`src/rtl/cdc_fifo_pkg.sv`:
```
// Shared types for the write arbiter: FSM state encoding and beat-counter width.
package cdc_fifo_pkg;

   localparam int CNT_W = 4;

   typedef logic [CNT_W-1:0] beat_cnt_t;

   typedef enum logic {
      IDLE  = 1'b0,
      GRANT = 1'b1
   } arb_state_t;

endpackage

```
`src/rtl/cdc_wr_arb_rr_pick.sv`:
```
// Round-robin picker: first requester at or after start, wrapping modulo N.
module rr_pick #(
   parameter int N  = 4,
   parameter int IW = (N > 1) ? $clog2(N) : 1
) (
   input  logic [N-1:0]  req,
   input  logic [IW-1:0] start,
   output logic [IW-1:0] winner,
   output logic          any_valid
);

   logic [IW-1:0] idx_s;

   // scan from the farthest offset down so the nearest requester wins last
   always_comb begin
      winner    = '0;
      idx_s     = '0;
      any_valid = |req;
      for (int i = N - 1; i >= 0; i--) begin
         idx_s = IW'((int'(start) + i) % N);
         if (req[idx_s]) begin
            winner = idx_s;
         end else begin
            winner = winner;
         end
      end
   end

endmodule

```
`src/rtl/cdc_wr_arb.sv`:
```
// Round-robin burst arbiter feeding one FIFO write port from NREQ requesters.
// Optional per-requester beat statistics under macro CDC_WR_ARB_STAT_EN.
module cdc_wr_arb
   import cdc_fifo_pkg::*;
#(
   parameter int NREQ   = 4,
   parameter int DWIDTH = 8,
   parameter int BURST  = 4
) (
   input  logic                     clk,
   input  logic                     rst,
   input  logic [NREQ-1:0]          req_en,
   input  logic [NREQ*DWIDTH-1:0]   req_wdata,
   output logic [NREQ-1:0]          req_rdy,
   output logic                     fifo_w_en,
   output logic [DWIDTH-1:0]        fifo_wdata,
   input  logic                     fifo_wrdy,
   output logic [$clog2(NREQ)-1:0]  gnt_id,
   output logic                     busy
`ifdef CDC_WR_ARB_STAT_EN
   ,
   output logic [NREQ*16-1:0]       gnt_cnt
`endif
);

   localparam int        IDW       = $clog2(NREQ);
   localparam beat_cnt_t BURST_C   = CNT_W'(BURST);
   localparam logic [IDW-1:0] LAST_INIT = IDW'(NREQ - 1);

   arb_state_t     state_r, state_nx_s;
   beat_cnt_t      cnt_r, cnt_nx_s, cnt_inc_s;
   logic [IDW-1:0] gnt_id_r, gnt_nx_s, last_gnt_r, last_nx_s;
   logic [IDW-1:0] rr_start_s, win_s;
   logic           any_s, xfer_s, end_s;
   logic           fifo_w_en_s;
   logic [DWIDTH-1:0] fifo_wdata_s;
   logic [NREQ-1:0]   req_rdy_s;

   function automatic logic [IDW-1:0] nxt_idx(input logic [IDW-1:0] i);
      if (i == IDW'(NREQ - 1)) begin
         return '0;
      end else begin
         return i + IDW'(1);
      end
   endfunction

   // arbitration starts after the previous owner: last_gnt from IDLE, gnt_id when chaining
   assign rr_start_s = (state_r == GRANT) ? nxt_idx(gnt_id_r) : nxt_idx(last_gnt_r);

   rr_pick #(.N(NREQ), .IW(IDW)) u_rr_pick (
      .req       (req_en),
      .start     (rr_start_s),
      .winner    (win_s),
      .any_valid (any_s)
   );

   assign xfer_s    = (state_r == GRANT) && req_en[gnt_id_r] && fifo_wrdy;
   assign cnt_inc_s = cnt_r + 4'd1;
   assign end_s     = !req_en[gnt_id_r] || (xfer_s && (cnt_inc_s == BURST_C));

   // state, grant and beat-counter registers
   always_ff @(posedge clk) begin
      if (rst) begin
         state_r    <= IDLE;
         cnt_r      <= '0;
         gnt_id_r   <= '0;
         last_gnt_r <= LAST_INIT;
      end else begin
         state_r    <= state_nx_s;
         cnt_r      <= cnt_nx_s;
         gnt_id_r   <= gnt_nx_s;
         last_gnt_r <= last_nx_s;
      end
   end

   // next-state logic: a finished burst chains straight into the next winner
   always_comb begin
      state_nx_s = state_r;
      cnt_nx_s   = cnt_r;
      gnt_nx_s   = gnt_id_r;
      last_nx_s  = last_gnt_r;
      case (state_r)
         IDLE: begin
            if (any_s) begin
               gnt_nx_s   = win_s;
               cnt_nx_s   = '0;
               state_nx_s = GRANT;
            end else begin
               state_nx_s = IDLE;
            end
         end
         GRANT: begin
            if (end_s) begin
               last_nx_s = gnt_id_r;
               cnt_nx_s  = '0;
               if (any_s) begin
                  gnt_nx_s   = win_s;
                  state_nx_s = GRANT;
               end else begin
                  state_nx_s = IDLE;
               end
            end else if (xfer_s) begin
               cnt_nx_s = cnt_inc_s;
            end else begin
               cnt_nx_s = cnt_r;
            end
         end
         default: begin
            state_nx_s = IDLE;
            cnt_nx_s   = '0;
         end
      endcase
   end

   // datapath steering; everything is forced low while rst is asserted
   always_comb begin
      fifo_w_en_s  = 1'b0;
      fifo_wdata_s = '0;
      req_rdy_s    = '0;
      if ((state_r == GRANT) && !rst) begin
         fifo_w_en_s = req_en[gnt_id_r];
         for (int k = 0; k < NREQ; k++) begin
            if (gnt_id_r == IDW'(k)) begin
               fifo_wdata_s = req_wdata[k*DWIDTH +: DWIDTH];
               req_rdy_s[k] = fifo_wrdy;
            end else begin
               req_rdy_s[k] = 1'b0;
            end
         end
      end else begin
         fifo_w_en_s = 1'b0;
      end
   end

   assign fifo_w_en  = fifo_w_en_s;
   assign fifo_wdata = fifo_wdata_s;
   assign req_rdy    = req_rdy_s;
   assign busy       = (state_r == GRANT) && !rst;
   assign gnt_id     = rst ? '0 : gnt_id_r;

`ifdef CDC_WR_ARB_STAT_EN
   logic [15:0] stat_r [NREQ];

   // per-requester accepted-beat counters, saturating
   always_ff @(posedge clk) begin
      if (rst) begin
         for (int k = 0; k < NREQ; k++) begin
            stat_r[k] <= 16'd0;
         end
      end else begin
         for (int k = 0; k < NREQ; k++) begin
            if (xfer_s && (gnt_id_r == IDW'(k)) && (stat_r[k] != 16'hFFFF)) begin
               stat_r[k] <= stat_r[k] + 16'd1;
            end else begin
               stat_r[k] <= stat_r[k];
            end
         end
      end
   end

   for (genvar g = 0; g < NREQ; g++) begin : g_stat
      assign gnt_cnt[g*16 +: 16] = rst ? 16'd0 : stat_r[g];
   end
`endif

endmodule

```
`config.mk`:
```
export PLATFORM = sky130hd
export DESIGN_NAME = cdc_wr_arb
export DESIGN_NICKNAME = d
export VERILOG_FILES = /design/src/rtl/cdc_fifo_pkg.sv /design/src/rtl/cdc_wr_arb_rr_pick.sv /design/src/rtl/cdc_wr_arb.sv
export SDC_FILE = /design/constraint.sdc
export NUM_CORES = 1
export LEC_CHECK = 0
export BUFFER_PORTS_ARGS = -buffer_cell sky130_fd_sc_hd__buf_2
export CORE_MARGIN = 10
export CORE_UTILIZATION = 30
export DETAILED_ROUTE_END_ITERATION = 6
export HOLD_SLACK_MARGIN = 0.15
export PLACE_DENSITY_LB_ADDON = 0.15
export SYNTH_ARGS = -nofsm -noshare
export SYNTH_HDL_FRONTEND = slang
export SYNTH_SLANG_ARGS = --single-unit
```
`constraint.sdc`:
```
create_clock -name clk -period 2.4 [get_ports clk]
set_input_delay 0.36 -clock clk [delete_from_list [all_inputs] [get_ports clk]]
set_output_delay 0.36 -clock clk [all_outputs]
set_load 0.01 [all_outputs]
```
# Word level (Yosys, flattened, before mapping)
# Cells that the tools add are included.
# Widths: inputs -> output; s select.
[totals] reg_bits=9 latch_bits=0 ram_bits=0 mem_bits_ro=0 in_bits=39 elab_cells=74 mem_count=0
[op_classes] addsub=6 n_mul=0 div=0 order_cmp=5 n_eq_ne=8 shift=0 mux=39 n_bitwise=1 reduce_logical=11
[ops] cell="$mux 8" n=5
[ops] cell="$mux 2" n=10
[ops] cell="$mux 4" n=4
[ops] cell="$lt 2x3->1 const B" n=5
[ops] cell="$mux 1" n=12
[ops] cell="$bmux 1 s2" n=5
[ops] cell="$pmux 4 s2" n=1
[ops] cell="$add 2x1->2 const B" n=3
[ops] cell="$eq 2x2->1 const B" n=3
[ops] cell="$add 2x2->2 const B" n=2
[ops] cell="$add 4x1->4 const B" n=1
[ops] cell="$eq 4x3->1 const B" n=1
[ops] cell="$logic_and 1x1->1" n=4
[ops] cell="$pmux 2 s2" n=1
[ops] cell="$reduce_and 2->1" n=2
[ops] cell="$reduce_or 4->1" n=1
[ops] cell="$ne 3x1->1 const B" n=1
[ops] cell="$eq 2x1->1 const B" n=1
[ops] cell="$logic_not 1->1" n=2
[ops] cell="$logic_not 2->1" n=1
[ops] cell="$ne 2x1->1 const B" n=1
[ops] cell="$ne 2x2->1 const B" n=1
[ops] cell="$pmux 1 s2" n=1
[ops] cell="$logic_or 1x1->1" n=1
[ops] cell="$not 1->1" n=1

# Depth between registers and ports, before layout
# Gate-level depths: netlist of run 1.
[depth] depth_word=13 ltp_mapped=7 depth_no_buf=6

# By module
# Synthesis of run 1 repeated with hierarchy kept, for this count alone.
[unflattened] cells_unflattened=127 hier_area_um2=938.4
[modules_own_cells] module="cdc_wr_arb" n_inst=1 cells_each=114 area_each_um2=860.8 seq_area_each_um2=180.2
[modules_own_cells] module="rr_pick" n_inst=1 cells_each=13 area_each_um2=77.6 seq_area_each_um2=0.0

# Worst setup path after synthesis of run 1
# Ideal clock, no wire load.
[synth_timing] path_kind="register -> output" startpoint="reg gnt_id_r[0]" endpoint="out fifo_wdata[5]" t_arrival_ns=1.662 path_slack_ns=0.378 path_stages_with_launch=8 path_buffers=2 cell_sequence="dfxtp_1 > inv_1 > ha_1 > clkbuf_1 > clkbuf_1 > a221oi_1 > a211o_1 > a21oi_1"
[synth_via] elab_chain_cells=6 elab_cells_between_ends=9 cone_classes="eq/ne: 3; mux: 5; reduce/logical: 1"
[synth_lines] item="start: declaration" line="cdc_wr_arb.sv:32" source="logic [IDW-1:0] gnt_id_r, gnt_nx_s, last_gnt_r, last_nx_s;"
[synth_lines] item="start signal: assignment" line="cdc_wr_arb.sv:71" source="gnt_id_r <= gnt_nx_s;"
[synth_lines] item="$logic_not 2->1" line="cdc_wr_arb.sv:123" source="if (gnt_id_r == IDW'(k)) begin"
[synth_lines] item="$mux 8 (3 in a row)" line="cdc_wr_arb.sv:123"
[synth_lines] item="$mux 8 *" line="cdc_wr_arb.sv:123"
[synth_lines] item="$mux 8 *" line="cdc_wr_arb.sv:120" source="if ((state_r == GRANT) && !rst) begin"
[synth_lines] item="end: declaration" line="cdc_wr_arb.sv:16" source="output logic [DWIDTH-1:0] fifo_wdata,"
# Mark *: on every way between the ends. The rest lies on a longest branch, timed or not.

# Final worst setup path of run 1
[layout_timing] startpoint="reg gnt_id_r[1]" endpoint="out fifo_wdata[6]"
# The elaborated chain is that of the path after synthesis.

==> impl_metrics.ini, run 1 <==
[setup_path]
crit_required_ns = 2.04
critical_path_class = register to primary output
crit_buf_inv = 3
r2r_setup_slack_ns = 0.52
worstPathArrival_ns = 1.94
cp.depth = 8
reg2reg_depth = 6
crit_start = gnt_id_r[1]
max_stage_delay_ns = 0.37
r2r-start = gnt_id_r[0]
worstSetupEndpointType = primary output
critPathSlowestCell = dfxtp_2
path_delay_family = compound AO/OA/AOI/OAI gates
endpoint = fifo_wdata[6]
worstPathCellList = inv_1, ha_1, buf_4, and3b_1, a211oi_1, a211o_1, a21oi_1, buf_2
startpoint_type = register
cp_max_fo = 10
r2r-end = gnt_id_r[1]

[clocking]
numClockSinks = 9
cts_tree = built
htree_levels = 1
clk_latency_ns = 0.26
cts.path.max_buffers = 2
cts_setup_buffers = 0
cts.clk_slew.worst_paths_ns = 0.07
cts_root_buf = clkbuf_4
cts_made_buffers = 3

[grt]
antenna_found_initial = 0
grt_pass1_wl_mm = 5.354
grt_usage = 0.1027
grt_max_degree = 18
grt_overflow_total = 0
grt_pass1_vias = 1173

[floorplan]
die_w_um = 77.73
io_pins = 55
die-area_mm2 = 0.006041
std_cell_rows = 20
core_mm2 = 0.003128
start_util = 0.3196
die_y_um = 77.73

[routing]
ant_nets = 0
wire_per_inst_um = 14.16
drcViolationCount = 0
via_per_inst = 5.217
finalWirelength_mm = 3.200
drtIter0Drc = 57
num_vias = 1179
first_pass_iters = 4

[synthesis]
syn-cell-area_um2 = 999.7
postSynth.asyncResetShare = 0
syn-instance-count = 131
synth_seq_area_share = 0.1802
yosys_warnings = 0
synth-edff-count = 0
synth_cell_type_count = 42
synth_area_per_cell_um2 = 7.631
synth_ff_type = dfxtp_1
synth_seq_cells = 9
syn_nets = 176

[timing]
finalCritPeriodShare = 0.9566
slew_viol_final = 0
slew_headroom = 0.7137
hold_viol = 0
rsz0062_at_grt = no
finalClockSkew_ns = 0.007495
timing.setup.tns_ns = 0
fmax_ghz = 0.4356
worstMarginPinSlew_ns = 0.4289
finalSetupViolations = 0
finalCriticalPeriod_ns = 2.296

[final_layout]
drive_above_1_share = 0.3736
antennaDiodeCount = 0
final_cell_mix = buf_2, a21oi_1, nand2_1, a211o_1
area.growth.synth_to_final_pct = 32.54
n_fill_cell = 329
fin_nets = 228
layout_commonest_cell = buf_2

[pwr]
ir_drop_mv = 0.2180
p_total_w = 0.0006412
p_leak_nw = 0.6369
p_per_area_mw_per_mm2 = 483.9

[place]
port_buffers = 54
place_hpwl_mm = 2.635
gp_congestion = 0.7828

[min_path]
holdCritPathClass = primary input to register
hold_start = rst

[status]
status = completed

[flow_run]
maxCapViolCount = 0
==> worst min-delay path by stage <==
stage / end / cells after the start / slack [ns]
after floorplan: state_r / 1 / 0.44
after CTS: cnt_r[3] / 2 / 0.42
final: cnt_r[3] / 2 / 0.41
after detailed placement: cnt_r[1] / 2 / 0.49
after global routing: cnt_r[3] / 2 / 0.43
after global placement: cnt_r[1] / 2 / 0.48
==> worst register-to-register path: stages (launching register included) <==
cell and delay [ns]:
dfxtp_2 0.39, inv_1 0.10, ha_1 0.34, mux2i_4 0.21, a2111oi_0 0.10, or4b_1 0.54, o21ai_1 0.13
==> sequential cells by signal, indices dropped and copies added (netlist names) <==
name,flops
cnt_r,4
gnt_id_r,2
last_gnt_r,2
state_r,1
==> synth_stat cells, drive strengths merged (2+ instances only) <==
cell type	count	share of area
a21oi	15	0.075
nand2	10	0.038
dfxtp	9	0.18
a211o	8	0.070
a221oi	7	0.061
clkinv	7	0.026
nor2	7	0.026
and3	6	0.038
clkbuf	6	0.023
ha	6	0.075
inv	5	0.019
nand2b	5	0.031
o21ai	5	0.025
nor2b	4	0.025
nand4	3	0.025
a2bb2oi	2	0.018
buf	2	0.023
mux2i	2	0.033
nor3	2	0.010
or3	2	0.013
==> timing repair <==
item / 4_1_cts / 5_1_grt
gates resized for setup: 1 / 4
hold buffers: 0 / 0
pin swaps: 0 / 0
gates cloned: 0 / 0
endpoints found under the setup margin: 7 / 8
==> final cells by class <==
cell class / count / area [um^2] / area share
multi-input cells: 101 / 730.7 / 0.5515
repair buffers: 56 / 285.3 / 0.2153
flip-flops and latches: 9 / 182.7 / 0.1379
well taps: 44 / 55.05 / 0.04155
inverters: 12 / 45.04 / 0.03399
clock buffers: 4 / 26.28 / 0.01983
==> power breakdown <==
part           internal, W  switching, W  leakage (nW)
Sequential        0.000164     0.0000177        0.0746
Clock            0.0000642     0.0000560        0.0150
Combinational     0.000173      0.000166         0.547
Total             0.000401      0.000240         0.637
==> through the flow <==
step                std cells  hold slack [ns]  worst slack (ns)    util  instance area [um^2]
floorplan                 131           0.4443            0.3776       -                 999.7
global placement          222           0.4772            0.1892  0.4112                  1286
CTS                       226           0.4191           0.04011  0.4204                  1315
detailed placement        222           0.4939            0.1997  0.4112                  1286
global route              226           0.4326          0.001182  0.4236                  1325
finish                    226           0.4145            0.1042  0.4236                  1325
==> cell families after synthesis <==
group,synth area share
AND/OR/NAND/NOR,0.2891
AO/OA/AOI/OAI,0.2904
buffers and inverters,0.09887
flip-flops,0.1802
adder cells (fa/ha/maj),0.07509
multiplexers,0.06633
==> routing by layer <==
layer	routed length, um	GRT usage
met1	1337	0.1201
met2	1500	0.1708
met3	340	0.03571
met4	22	0.03285
met5	0	0
Power figures use the tool's default switching activity.
==> run 2: changes to the inputs <==
Settings changed: CORE_UTILIZATION 30 to 40, SKIP_CTS_REPAIR_TIMING set to 1.
==> run 2 against run 1 <==
Die area is 19% lower. Combinational power barely moved. Clock power is 5% lower. Sequential power barely moved. Clock skew decreased by 0.0053 ns. Global-route usage rose by 1.7 points. Non-clock buffer count unchanged. Count of clock-buffer cells in the layout is the same. Critical path depth is the same. Largest power group unchanged.
==> impl_metrics.ini, run 2 (same netlist as run 1, synthesis figures left out) <==
[status]
status = completed

[clocking]
htree_levels = 1
cts.path.max_buffers = 2
cts.clk_slew.worst_paths_ns = 0.06
cts_tree = built
cts_made_buffers = 3
cts_root_buf = clkbuf_4
numClockSinks = 9
clk_latency_ns = 0.26

[routing]
finalWirelength_mm = 3.117
ant_nets = 0
num_vias = 1150
dr.max_layer_used = met4
drt-met1-wl_mm = 1.324
wl_met3_um = 222
drcViolationCount = 0
drtIter0Drc = 15
wl_met2_mm = 1.550
wire_per_inst_um = 14.70
first_pass_iters = 4
via_per_inst = 5.425

[setup_path]
startpoint_type = register
worstPathCellList = inv_1, ha_1, buf_4, and3b_1, a211oi_1, a211o_1, a21oi_1, buf_2
critical_path_class = register to primary output
r2r-start = gnt_id_r[0]
path_delay_family = compound AO/OA/AOI/OAI gates
worstPathArrival_ns = 1.92
crit_start = gnt_id_r[1]
worstSetupEndpointType = primary output
crit_buf_inv = 3
max_stage_delay_ns = 0.36
critPathSlowestCell = dfxtp_2
crit_required_ns = 2.04
cp_max_fo = 10

[floorplan]
core_mm2 = 0.002432
std_cell_rows = 18
start_util = 0.4110
io_pins = 55
die-area_mm2 = 0.004899
die_w_um = 69.99
die_y_um = 69.99

[final_layout]
n_fill_cell = 254
layout_commonest_cell = buf_2
area.growth.synth_to_final_pct = 30.79
antennaDiodeCount = 0
final_area_mm2 = 0.001308
largest_reg_flops = 4
seqCellArea_um2 = 182.7
fin_nets = 228
layoutNonFillerInstCount = 212
drive_above_1_share = 0.3791
multi_input_area_um2 = 730.7
final_core_util = 0.5376
final_cell_mix = buf_2, a21oi_1, nand2_1, a211o_1
top_register = cnt_r
reg_top3 = cnt_r (4), gnt_id_r (2), last_gnt_r (2)

[timing]
worstMarginPinSlew_ns = 0.4137
finalCritPeriodShare = 0.9500
timing.setup.tns_ns = 0
slew_headroom = 0.7171
hold_viol = 0
slew_viol_final = 0
rsz0062_at_grt = no
fmax_ghz = 0.4386
finalClockSkew_ns = 0.002181
finalCriticalPeriod_ns = 2.280
finalSetupViolations = 0

[pwr]
p_leak_nw = 0.6367
swShare = 0.3679
p_per_area_mw_per_mm2 = 485.7
ir_drop_mv = 0.4197
comb_power_share = 0.535
pwr-share-clk = 0.179
p_total_w = 0.0006351
seqPwrFrac = 0.286
internal_power_w = 0.0004014
p_sw_w = 0.0002336

[min_path]
holdCritPathClass = primary input to register
hold_start = rst

[grt]
grt_overflow_total = 0
grt_pass1_vias = 1116
grt_pass1_wl_mm = 5.119
grt_max_degree = 18
antenna_found_initial = 0
grt_usage = 0.1200

[place]
place_hpwl_mm = 2.514
port_buffers = 54
gp_congestion = 0.7986
dp_cells = 208
dpl_cell_area_mm2 = 0.001269

[flow_run]
maxCapViolCount = 0
run 2: cell count changes in the layout (fill, tap and decap cells not counted):
cell	change
inv_2	+1
inv_1	-1
run 2: per-layer routing:
layer  vias up  GRT usage
li1        590          -
met1       524     0.1406
met2        34     0.2024
met3         2    0.04379
met4         0    0.02632
met5         -          0
run 2: power groups by stage:
stage	logic [W]	clock network (W)	registers, W
6_report	0.000340	0.000114	0.000182
5_1_grt	0.000378	0.000128	0.000185
4_1_cts	0.000334	0.000120	0.000180
3_5_place_dp	0.000333	0	0.000183
3_3_place_gp	0.000324	0	0.000183
2_1_floorplan	0.000243	0	0.000177
run 2: worst paths after layout:
kind / to / slack [ns] / depth (start not counted)
worst max register to register: gnt_id_r[1] / 0.52 / 6
worst max-delay path: fifo_wdata[6] / 0.12 / 8
worst min register to register: cnt_r[1] / 0.51 / 2
worst min-delay path: cnt_r[2] / 0.42 / 2
run 2: cell type report:
type,instances,area share
clock buffer,4,0.02010
inverter,12,0.03445
multi-input combinational,101,0.5589
sequential,9,0.1397
tap,30,0.02871
timing repair buffer,56,0.2182
run 2: stage by stage:
stage	setup WS, ns	hold WS, ns
4_1_cts	-0.1421	0.4062
5_1_grt	0.0004974	0.4144
6_report	0.1201	0.4173
3_5_place_dp	0.1557	0.4963
2_1_floorplan	0.3776	0.4443
3_3_place_gp	0.2041	0.4786
run 2: worst register-to-register path, delay by kind of cell (launching register included):
kind | cells | cell delay [ns]
AOI/OAI and AO/OA | 2 | 0.25
adders and majority gates | 1 | 0.34
muxes | 1 | 0.21
buffers and inverters | 1 | 0.07
DFF | 1 | 0.40
and+or+nand+nor | 1 | 0.54
